==> src/rtl/watch_pkg.sv <==
// Shared WatchChip definitions: button channel indices
// and the auto-repeat FSM state encoding.
package watch_pkg;

  localparam int unsigned BTN_MODE  = 0;
  localparam int unsigned BTN_SET   = 1;
  localparam int unsigned BTN_INC   = 2;
  localparam int unsigned BTN_DEC   = 3;
  localparam int unsigned BTN_LIGHT = 4;
  localparam int unsigned N_BTN     = 5;

  typedef enum logic [1:0] {
    IDLE   = 2'd0,
    DELAY  = 2'd1,
    REPEAT = 2'd2
  } rpt_state_e;

endpackage

==> src/rtl/btn_debounce.sv <==
// One button channel: 2-flop sync, debounce filter,
// press edge detect and optional auto-repeat FSM.
// Ports:
//   clk, rst  - clock, synchronous active-high reset
//   btn_raw   - raw asynchronous pad level (1 = pressed)
//   btn_press - one-cycle strobe on press / repeat
//   btn_level - debounced registered level
module btn_debounce
  import watch_pkg::*;
#(
  parameter int unsigned DEBOUNCE_CYCLES = 655,
  parameter int unsigned REPEAT_DELAY    = 16384,
  parameter int unsigned REPEAT_RATE     = 4096,
  parameter int unsigned CNT_W           = 15,
  parameter bit          REPEAT_EN       = 1'b0
) (
  input  logic clk,
  input  logic rst,
  input  logic btn_raw,
  output logic btn_press,
  output logic btn_level
);

  localparam logic [CNT_W-1:0] DB_LAST = CNT_W'(DEBOUNCE_CYCLES - 1);
  localparam logic [CNT_W-1:0] RD_LAST = CNT_W'(REPEAT_DELAY - 1);
  localparam logic [CNT_W-1:0] RR_LAST = CNT_W'(REPEAT_RATE - 1);

  logic             s1_q, s2_q;
  logic             stable_q, stable_d;
  logic             level_q;
  logic             press_q, press_d;
  logic [CNT_W-1:0] db_cnt_q, db_cnt_d;
  logic [CNT_W-1:0] rp_cnt_q, rp_cnt_d;
  rpt_state_e       state_q, state_d;
  logic             edge_w;
  logic             rep_w;

  always_comb begin
    stable_d = stable_q;
    db_cnt_d = '0;
    if (s2_q != stable_q) begin
      if (db_cnt_q == DB_LAST) begin
        stable_d = s2_q;
      end else begin
        db_cnt_d = db_cnt_q + 1'b1;
      end
    end
  end

  // level_q lags stable_q by one cycle, so this
  // is exactly the cycle where level will rise.
  assign edge_w = stable_q & ~level_q;

  always_comb begin
    state_d  = state_q;
    rp_cnt_d = rp_cnt_q;
    rep_w    = 1'b0;
    if (!stable_q) begin
      // release wins over a strobe due this cycle
      state_d  = IDLE;
      rp_cnt_d = '0;
    end else begin
      unique case (state_q)
        IDLE: begin
          if (edge_w && REPEAT_EN) begin
            state_d  = DELAY;
            rp_cnt_d = '0;
          end
        end
        DELAY: begin
          if (rp_cnt_q == RD_LAST) begin
            rep_w    = 1'b1;
            rp_cnt_d = '0;
            state_d  = REPEAT;
          end else begin
            rp_cnt_d = rp_cnt_q + 1'b1;
          end
        end
        REPEAT: begin
          if (rp_cnt_q == RR_LAST) begin
            rep_w    = 1'b1;
            rp_cnt_d = '0;
          end else begin
            rp_cnt_d = rp_cnt_q + 1'b1;
          end
        end
        default: begin
          state_d  = IDLE;
          rp_cnt_d = '0;
        end
      endcase
    end
  end

  assign press_d = edge_w | rep_w;

  always_ff @(posedge clk) begin
    if (rst) begin
      s1_q     <= 1'b0;
      s2_q     <= 1'b0;
      stable_q <= 1'b0;
      level_q  <= 1'b0;
      press_q  <= 1'b0;
      db_cnt_q <= '0;
      rp_cnt_q <= '0;
      state_q  <= IDLE;
    end else begin
      s1_q     <= btn_raw;
      s2_q     <= s1_q;
      stable_q <= stable_d;
      level_q  <= stable_q;
      press_q  <= press_d;
      db_cnt_q <= db_cnt_d;
      rp_cnt_q <= rp_cnt_d;
      state_q  <= state_d;
    end
  end

  assign btn_press = press_q;
  assign btn_level = level_q;

endmodule

==> src/rtl/button_conditioner.sv <==
// Conditions the raw watch buttons for the core.
// Ports:
//   clk, rst  - clock, synchronous active-high reset
//   btn_raw   - raw pad levels [N_BTN], 1 = pressed
//   btn_press - per-button press/repeat strobes
//   btn_level - per-button debounced levels
module button_conditioner #(
  parameter int unsigned       N_BTN           = watch_pkg::N_BTN,
  parameter int unsigned       DEBOUNCE_CYCLES = 655,
  parameter int unsigned       REPEAT_DELAY    = 16384,
  parameter int unsigned       REPEAT_RATE     = 4096,
  parameter logic [N_BTN-1:0]  REPEAT_MASK     = 5'b01100,
  parameter int unsigned       CNT_W           = 15
) (
  input  logic             clk,
  input  logic             rst,
  input  logic [N_BTN-1:0] btn_raw,
  output logic [N_BTN-1:0] btn_press,
  output logic [N_BTN-1:0] btn_level
);

  for (genvar i = 0; i < N_BTN; i++) begin : g_ch
    btn_debounce #(
      .DEBOUNCE_CYCLES (DEBOUNCE_CYCLES),
      .REPEAT_DELAY    (REPEAT_DELAY),
      .REPEAT_RATE     (REPEAT_RATE),
      .CNT_W           (CNT_W),
      .REPEAT_EN       (REPEAT_MASK[i])
    ) u_ch (
      .clk       (clk),
      .rst       (rst),
      .btn_raw   (btn_raw[i]),
      .btn_press (btn_press[i]),
      .btn_level (btn_level[i])
    );
  end

endmodule

==> config.mk <==
export PLATFORM = sky130hd
export DESIGN_NAME = button_conditioner
export DESIGN_NICKNAME = d
export VERILOG_FILES = /design/src/rtl/watch_pkg.sv /design/src/rtl/btn_debounce.sv /design/src/rtl/button_conditioner.sv
export SDC_FILE = /design/constraint.sdc
export NUM_CORES = 1
export LEC_CHECK = 0
export ABC_CLOCK_PERIOD_IN_PS = 2340
export CAP_MARGIN = 20
export CORE_MARGIN = 1
export CORE_UTILIZATION = 30
export CTS_CLUSTER_DIAMETER = 30
export DETAILED_ROUTE_END_ITERATION = 10
export PLACE_DENSITY_LB_ADDON = 0.08
export SETUP_SLACK_MARGIN = 0.05
export SYNTH_ARGS = -nofsm -noshare
export SYNTH_HDL_FRONTEND = slang
export SYNTH_SLANG_ARGS = --single-unit
==> constraint.sdc <==
create_clock -name clk -period 2.34 [get_ports clk]
set_clock_uncertainty 0.1 [all_clocks]
set_input_delay 0.468 -clock clk [delete_from_list [all_inputs] [get_ports clk]]
set_output_delay 0.468 -clock clk [all_outputs]
set_load 0.01 [all_outputs]
---- Word level (Yosys, flattened, before mapping) ----
Index checks and enable logic that the tools add are counted.
storage, ports and cells
  flip-flop bits (word level) ............. 185
  bits of input ports ..................... 7
  logic and storage cells ................. 194
cells by class
  add/subtract/negate cells ............... 10
  eq/ne operators ......................... 37
  muxes and demuxes ....................... 49
  bitwise logic cells ..................... 30
  reduce and logical (&&, ||, !) cells .... 28
operator list
  cell                   number
  $pmux 15 s3            5
  $mux 15                12
  $add 15x1->15 const B  10
  $eq 15x10->1 const B   5
  $eq 15x12->1 const B   5
  $eq 15x14->1 const B   5
  $not 1->1              20
  $reduce_and 2->1       8
  $reduce_or 2->1        8
  $mux 1                 15
  $reduce_or 3->1        5
  $mux 2                 7
  $ne 2x1->1 const B     7
  $pmux 2 s2             3
  $pmux 2 s3             2
  $eq 2x1->1 const B     5
  $eq 2x2->1 const B     5
  $logic_not 2->1        5
  $pmux 1 s2             5
  $reduce_and 3->1       2
  $and 1x1->1            5
  $ne 1x1->1             5
  $or 1x1->1             5

---- Depth between registers and ports, before layout ----
Gate-level depths: netlist (run 1).
  word-level depth ........................ 5
  gate-level depth with buffers ........... 8
  gate-level depth less buffers ........... 7

---- Hierarchy ----
Synthesis (run 1) repeated with hierarchy kept, for this count alone.
second synthesis, totals
  cells, all modules ...................... 699
  area total of the unflattened synthesis .. 6347.3 µm²
by module, submodules not included
  module                           times used  cells an instance  area an instance (µm²)  seq. area each (µm²)
  btn_debounce (g_ch[2].u_ch ...)  2           215                1885.6                  740.7
  btn_debounce (g_ch[0].u_ch ...)  2           90                 857.1                   400.4
  btn_debounce (g_ch[4].u_ch)      1           89                 862.1                   400.4

---- Worst setup path after synthesis (run 1) ----
Ideal clock, no wire load.
  path kind ............................... reg2reg
  start point ............................. register g_ch[2].u_ch.db_cnt_q[0]
  end point ............................... register g_ch[2].u_ch.db_cnt_q[10]
  setup time .............................. 0.115 ns
  data arrival time ....................... 1.554 ns
  setup slack ............................. 0.571 ns
  stages on the path, launching flop included .. 9
  buffers on the path ..................... 1
  clock period less this slack ............ 1.769 ns
  path through ............................ dfxtp_1 -> inv_1 -> ha_1 -> or4b_1 -> nor4_1 -> nand4_1 -> nand2_2 -> buf_6 -> nor2_1
on the way
  longest elaborated chain between the ends .. 2
  elaborated cells on any way between the ends .. 3
RTL lines
  element                                                RTL line             text
  start, declared                                        btn_debounce.sv:32   logic [CNT_W-1:0] db_cnt_q, db_cnt_d;
  start signal, assigned                                 btn_debounce.sv:113  db_cnt_q <= db_cnt_d;
  branches (longest 2 deep; another with $add 15x1->15)  -
Several ways; the timed one is not identified.
A chain may end at the register's enable or synchronous reset.

---- Final worst setup path (run 1) ----
  start point ............................. register g_ch[2].u_ch.rp_cnt_q[0]
  end point ............................... register g_ch[2].u_ch.rp_cnt_q[13]
on the way
  longest elaborated chain between the ends .. 3
  elaborated cells on any way between the ends .. 6
RTL lines
  element                                      RTL line                                text
  start, declared                              btn_debounce.sv:33                      logic [CNT_W-1:0] rp_cnt_q, rp_cnt_d;
  start signal, assigned                       btn_debounce.sv:114                     rp_cnt_q <= rp_cnt_d;
  $add 15x1->15, or another cell as far along  btn_debounce.sv:76, btn_debounce.sv:84
  $mux 15 (on tied branches)                   btn_debounce.sv:80, btn_debounce.sv:71
  $pmux 15 s3 *                                btn_debounce.sv:63                      unique case (state_q)
Mark *: on every way between the ends. The rest lies on a longest branch, timed or not.

==> flow_summary.toml, run 1 <==
[status]
status = "finished clean"

[logic_synthesis]
ys_dominant_reg_cell = "dfxtp_1"
syn_area_um2 = 5920
syn_avg_cell_area_um2 = 9.03
synth_edf_count = 0
async_reset_ff_share_pct = 0
yosys.cell_types.count = 54
ys_warn_count = 0
syn_inst = 655
syn-num-nets = 680
synth-seq-cells = 134
seq_area_frac_synth_pct = 45.3

[layout]
n_fill_cell = 2008
final_cell_mix = "dfxtp_1 (134), nor2_1 (120), xor2_1 (51), nand3_1 (46), nand2_1 (44)"
area_delta_synth_final_pct = 16.7
diodes = 0
final_common_cell = "dfxtp_1"
layout-drive-gt1-share_pct = 6.99
num-nets-final = 699

[routing]
drc = 0
vias = 4229
wire_per_inst_um = 11.6
drt_first_pass_iters = 4
ant_nets = 0
vias_per_cell = 4.47
routed_wirelength_mm = 11.0
drt_iter0_markers = 159

[pwr]
finalPower_uw = 4960
power_leakage_uw = 0.00230
peakVddDrop_uv = 468
powerDensity_nw_per_um2 = 719

[placed_design]
place.gp.congestion = 0.733
place_ws_ns = 0.153
dp_hpwl_mm = 7.61
port_buffers = 16

[timing]
rsz0062_at_grt = "false"
slew_headroom_pct = 59.7
hold_violations = 0
max_freq_mhz = 494
min_period_ns = 2.02
final_max_slew_viol_count = 0
layout_setup_ws_ns = 0.317
setup_viol = 0
post-route-period-util_pct = 86.5
tns_ns = 0
tightest_slew_ns = 0.605

[clock_tree]
clk_pin_slew_worst_paths_ns = 0.06
htree_levels = 4
cts_tree = "built"
clk_latency_ns = 0.42
cts_buffer_depth = 2
ctsHoldBuffers = 0
cts_made_buffers = 17
clock_sinks = 134
cts_root_buf = "clkbuf_16"

[grt]
grt_pass1_wl_mm = 19.4
globalRouteOverflowTotal = 0
antenna_found_initial = 0
grt_pass1_vias = 4087
grt_max_degree = 19
track_usage_pct = 12.1

[setup_path]
cp.required_ns = 2.52
setup.worst_path.start_class = "flip-flop"
crit_type = "flip-flop to flip-flop"
path_max_fanout = 13
worst_ep_arrival_time_ns = 2.20
cp-end-kind = "flip-flop"

[floorplan]
die_h_um = 142
die_w_um = 142
core_um2 = 19000
start_util_pct = 31.1
die_area_um2 = 20300
num_io_pins = 17
row_count = 50

[min_path]
hp-class = "flip-flop to flip-flop"

[flow_run]
drv_cap = 0
## routing by layer
layer,wire [µm],global-route usage (%),vias up
met3,306,3.97,15
met5,0,0,-
met2,4910,18.9,32
met1,5600,15.3,1933
met4,180,5.26,0
li1,-,-,2249
## area by class of cell
type | instances | area (µm²) | share of cell area (%)
clock buffer | 24 | 482 | 6.98
clock inverter | 8 | 97.6 | 1.41
inverter | 20 | 75.1 | 1.09
multi-input combinational | 478 | 3020 | 43.7
sequential | 134 | 2680 | 38.9
tap | 260 | 325 | 4.71
timing repair buffer | 23 | 225 | 3.26
## power breakdown
group | internal [µW] | switching (µW) | total (µW) | leakage [µW]
Sequential | 2290 | 6.24 | 2300 | 0.00108
Clock | 1650 | 969 | 2620 | 0.000288
Combinational | 22.2 | 23.7 | 45.9 | 0.000928
## synth_stat cells, types with 2 or more instances
cell type	instances	area share, %
dfxtp_1	134	45
nor2_1	120	7.6
xor2_1	51	7.6
nand3_1	46	3.9
nand2_1	44	2.8
xnor2_1	42	6.2
nor3_1	24	2.0
inv_1	20	1.3
nand4_1	20	2.1
ha_1	18	3.8
nor2b_1	17	1.8
and3_1	13	1.4
buf_4	10	1.3
and4_1	7	1.0
clkbuf_1	7	0.44
and2_1	6	0.63
nor4b_1	6	0.89
a21oi_1	5	0.42
mux2i_1	5	0.85
nor4_1	5	0.53
a211oi_1	4	0.51
nand2b_1	4	0.42
o21ai_0	4	0.34
buf_6	3	0.57
nand4b_1	3	0.44
a21o_1	2	0.25
a31oi_1	2	0.21
and4b_1	2	0.34
buf_2	2	0.17
nor3b_1	2	0.25
nor4bb_1	2	0.34
o31ai_1	2	0.25
or2_2	2	0.21
## registers in the layout, summed over array words and instances, names as in the netlist
name                 flops
g_ch.u_ch.s2_q           5
g_ch.u_ch.stable_q       5
g_ch.u_ch.state_q        4
g_ch.u_ch.btn_level      5
g_ch.u_ch.s1_q           5
g_ch.u_ch.db_cnt_q      75
g_ch.u_ch.rp_cnt_q      30
g_ch.u_ch.btn_press      5
## what timing repair did
item | CTS | global route
resized for setup | 0 | 1
buffers inserted | 0 | 0
endpoints found under the setup margin | 0 | 10
## stage by stage
stage	hold slack (ns)	cells	utilization [%]	area, µm²
final	0.306	947	36.3	6900
after detailed placement	0.302	915	33.2	6320
after floorplan	0.293	655	-	5920
after global routing	0.341	947	36.3	6900
after global placement	0.297	915	33.2	6320
after CTS	0.311	947	36.3	6900
## path summary, 6_finish.rpt
check | end | start | cells past startpoint | slack [ns]
setup / recovery | g_ch[2].u_ch.rp_cnt_q[13] | g_ch[2].u_ch.rp_cnt_q[0] | 6 | 0.32
hold / removal | g_ch[1].u_ch.btn_press | g_ch[1].u_ch.btn_level | 1 | 0.31
setup reg to reg | g_ch[2].u_ch.rp_cnt_q[13] | g_ch[2].u_ch.rp_cnt_q[0] | 6 | 0.32
hold reg to reg | g_ch[1].u_ch.btn_press | g_ch[1].u_ch.btn_level | 1 | 0.31
## critical path, cell delays in order (launching register included)
cell,delay [ns]
dfxtp_1,0.39
ha_1,0.22
nand2_1,0.12
nor3_4,0.26
a31oi_4,0.14
o31ai_4,0.53
nor2_1,0.11
## kinds of logic after synthesis
kind of cell,count (synthesis),share of synthesized area (%)
xor+xnor,93,13.8
buf+inv,43,3.79
compound gates,32,4.59
simple gates,330,27.9
fa+ha+maj,18,3.81
mux,5,0.846
flops,134,45.3
No activity file was read; power rests on OpenSTA's default activity.
==> run 2: changes to the inputs <==
--- a/config.mk
+++ b/config.mk
@@ -9,10 +9,12 @@
 export CAP_MARGIN = 20
 export CORE_MARGIN = 1
 export CORE_UTILIZATION = 30
+export CTS_BUF_LIST = sky130_fd_sc_hd__clkbuf_4 sky130_fd_sc_hd__clkbuf_8 sky130_fd_sc_hd__clkbuf_16
 export CTS_CLUSTER_DIAMETER = 30
 export DETAILED_ROUTE_END_ITERATION = 10
 export PLACE_DENSITY_LB_ADDON = 0.08
 export SETUP_SLACK_MARGIN = 0.05
 export SYNTH_ARGS = -nofsm -noshare
 export SYNTH_HDL_FRONTEND = slang
+export SYNTH_HIERARCHICAL = 1
 export SYNTH_SLANG_ARGS = --single-unit
==> run 2 against run 1 <==
Compared with the run above:
- largest power group unchanged
- cell area grew 7.6%
- critical endpoint is now g_ch[3].u_ch/rp_cnt_q[4]
- register-to-register slack got worse by 0.03 ns
- sequential power is essentially flat
- area after synthesis grew 7.3%
- fmax shrank 1.3%
==> flow_summary.toml, run 2 <==
[status]
status = "finished clean"

[logic_synthesis]
syn_avg_cell_area_um2 = 9.08
synth_common_cells = "dfxtp_1 (134), nor2_1 (105), xnor2_1 (57)"
synth_top_area_share_pct = 42.3
ys_top_cells_by_area = "dfxtp_1 (42%), xnor2_1 (7.9%), nor2_1 (6.2%)"
syn-num-nets = 726
synth-seq-cells = 134
syn_inst = 699
ys_dominant_reg_cell = "dfxtp_1"
yosys.cell_types.count = 58
ys_warn_count = 6
seq_area_frac_synth_pct = 42.3
synth_edf_count = 0
async_reset_ff_share_pct = 0
syn_area_um2 = 6350
yosysMostFrequentCell = "dfxtp_1"
yosysTopAreaCell = "dfxtp_1"

[layout]
largest_register_ffs = 75
final_common_cell = "dfxtp_1"
diodes = 0
final-seq-area_um2 = 2680
final_cell_mix = "dfxtp_1 (134), nor2_1 (105), xnor2_1 (57), nand2_1 (50), nand4_1 (30)"
n_fill_cell = 2128
largest-register = "g_ch.u_ch/db_cnt_q"
area_delta_synth_final_pct = 17.0
reg.largest.list = "g_ch.u_ch/db_cnt_q (75), g_ch.u_ch/rp_cnt_q (30)"
multi_input_area_um2 = 3460
layout-drive-gt1-share_pct = 10.6
fin_util_pct = 36.2
num-nets-final = 758

[floorplan]
die_h_um = 147
start_util_pct = 31.0
core_um2 = 20500
die_w_um = 147
die_area_um2 = 21700
row_count = 52
num_io_pins = 17

[routing]
routed_wirelength_mm = 12.8
ant_nets = 0
wire_per_inst_um = 12.7
drt_first_pass_iters = 4
drc = 0
drt_iter0_markers = 181
vias = 4946
vias_per_cell = 4.88

[clock_tree]
ctsHoldBuffers = 0
cts_root_buf = "clkbuf_16"
cts_made_buffers = 17
cts_tree = "built"
htree_levels = 4
cts_buffer_depth = 2
clk_pin_slew_worst_paths_ns = 0.06
cts.repair.resized = 0
post-cts-setup-buffer-count = 0
clock_sinks = 134
clk_latency_ns = 0.41

[placed_design]
place.gp.congestion = 0.800
port_buffers = 16
dp_hpwl_mm = 9.06

[setup_path]
worst_ep_arrival_time_ns = 2.23
cp.required_ns = 2.52
path_max_fanout = 9
cp-end-kind = "flip-flop"
crit_type = "flip-flop to flip-flop"
setup.worst_path.start_class = "flip-flop"

[pwr]
combPwrFrac_pct = 0.9
peakVddDrop_uv = 442
pwr-share-seq_pct = 46.3
netSwitchingFraction_pct = 20.8
powerDensity_nw_per_um2 = 668
power_leakage_uw = 0.00231
finalPower_uw = 4960
internal_power_uw = 3930
p_sw_uw = 1030
clockPowerShare_pct = 52.7

[grt]
grt_pass1_vias = 4704
grt_pass1_wl_mm = 22.5
antenna_found_initial = 0
grt_max_degree = 18
track_usage_pct = 12.7
globalRouteOverflowTotal = 0

[timing]
tns_ns = 0
hold_slack_ns = 0.319
slew_headroom_pct = 62.1
max_freq_mhz = 488
post-route-period-util_pct = 87.6
setup_viol = 0
tightest_slew_ns = 0.555
rsz0062_at_grt = "false"
final_max_slew_viol_count = 0
hold_violations = 0
min_period_ns = 2.05

[min_path]
hp-class = "flip-flop to flip-flop"

[flow_run]
drv_cap = 0
## run 2: cell count changes after synthesis, moves of 10 or more
cell,delta
xor2_1,-30
nand3_1,-18
a21oi_1,+15
nor2_1,-15
xnor2_1,+15
and3_1,-11
nand4_1,+10
o21ai_0,+10
## run 2: kinds of logic after synthesis
family | synth area share (%)
xor gates and xnor gates | 10.8
buffers and inverters | 3.17
muxes | 1.10
and+or+nand+nor | 28.8
AOI/OAI and AO/OA | 9.97
adders and majority gates | 3.94
DFF | 42.3
## run 2: worst paths after layout
path                                          startpoint                       end  slack, ns  cells after the start
worst max register to register  g_ch[3].u_ch/rp_cnt_q[0]  g_ch[3].u_ch/rp_cnt_q[4]       0.29                      5
worst max-delay path            g_ch[3].u_ch/rp_cnt_q[0]  g_ch[3].u_ch/rp_cnt_q[4]       0.29                      5
worst min register to register    g_ch[1].u_ch/btn_level    g_ch[1].u_ch/btn_press       0.32                      1
worst min-delay path              g_ch[1].u_ch/btn_level    g_ch[1].u_ch/btn_press       0.32                      1
## run 2: through the flow
step / worst slack, ns / instance area [µm²] / std cells
2_1_floorplan: 0.610 / 6350 / 699
3_3_place_gp: 0.268 / 6850 / 982
3_5_place_dp: 0.248 / 6850 / 982
4_1_cts: 0.287 / 7430 / 1013
5_1_grt: 0.134 / 7430 / 1013
6_report: 0.289 / 7430 / 1013
## run 2: layer usage
metal	vias to the layer above	routed length (µm)	GRT usage, %
met2	52	5850	20.2
met4	0	92	4.12
met3	6	377	3.55
met5	-	0	0
li1	2542	-	-
met1	2346	6500	16.5
## run 2: worst max-delay path, stage by stage, from the launching register on
cell     delay (ns)
dfxtp_1        0.41
ha_1           0.25
and3_1         0.31
a41oi_2        0.24
o31ai_4        0.50
nor2_1         0.10
## run 2: area by class of cell
type,count,share of cell area [%]
Multi-Input combinational cell,520,46.6
Clock inverter,12,1.73
Timing Repair Buffer,28,3.37
Sequential cell,134,36.1
Tap cell,270,4.55
Inverter,30,1.52
Clock buffer,19,6.10
## run 2: power groups by stage
stage / Sequential, µW / Clock (µW) / Combinational [µW]
final: 2300 / 2620 / 45.5
after global routing: 2300 / 2830 / 51.5
after CTS: 2300 / 2720 / 46.6
after detailed placement: 2350 / 0 / 46.5
after global placement: 2350 / 0 / 45.6
after floorplan: 2350 / 0 / 23.2
==> run 3: changes to the inputs <==
--- a/config.mk
+++ b/config.mk
@@ -18,3 +18,4 @@
 export SYNTH_HDL_FRONTEND = slang
 export SYNTH_HIERARCHICAL = 1
 export SYNTH_SLANG_ARGS = --single-unit
+export TNS_END_PERCENT = 1
==> results of run 3 <==
The final DEF is identical to that of run 2; final timing and power are the same.
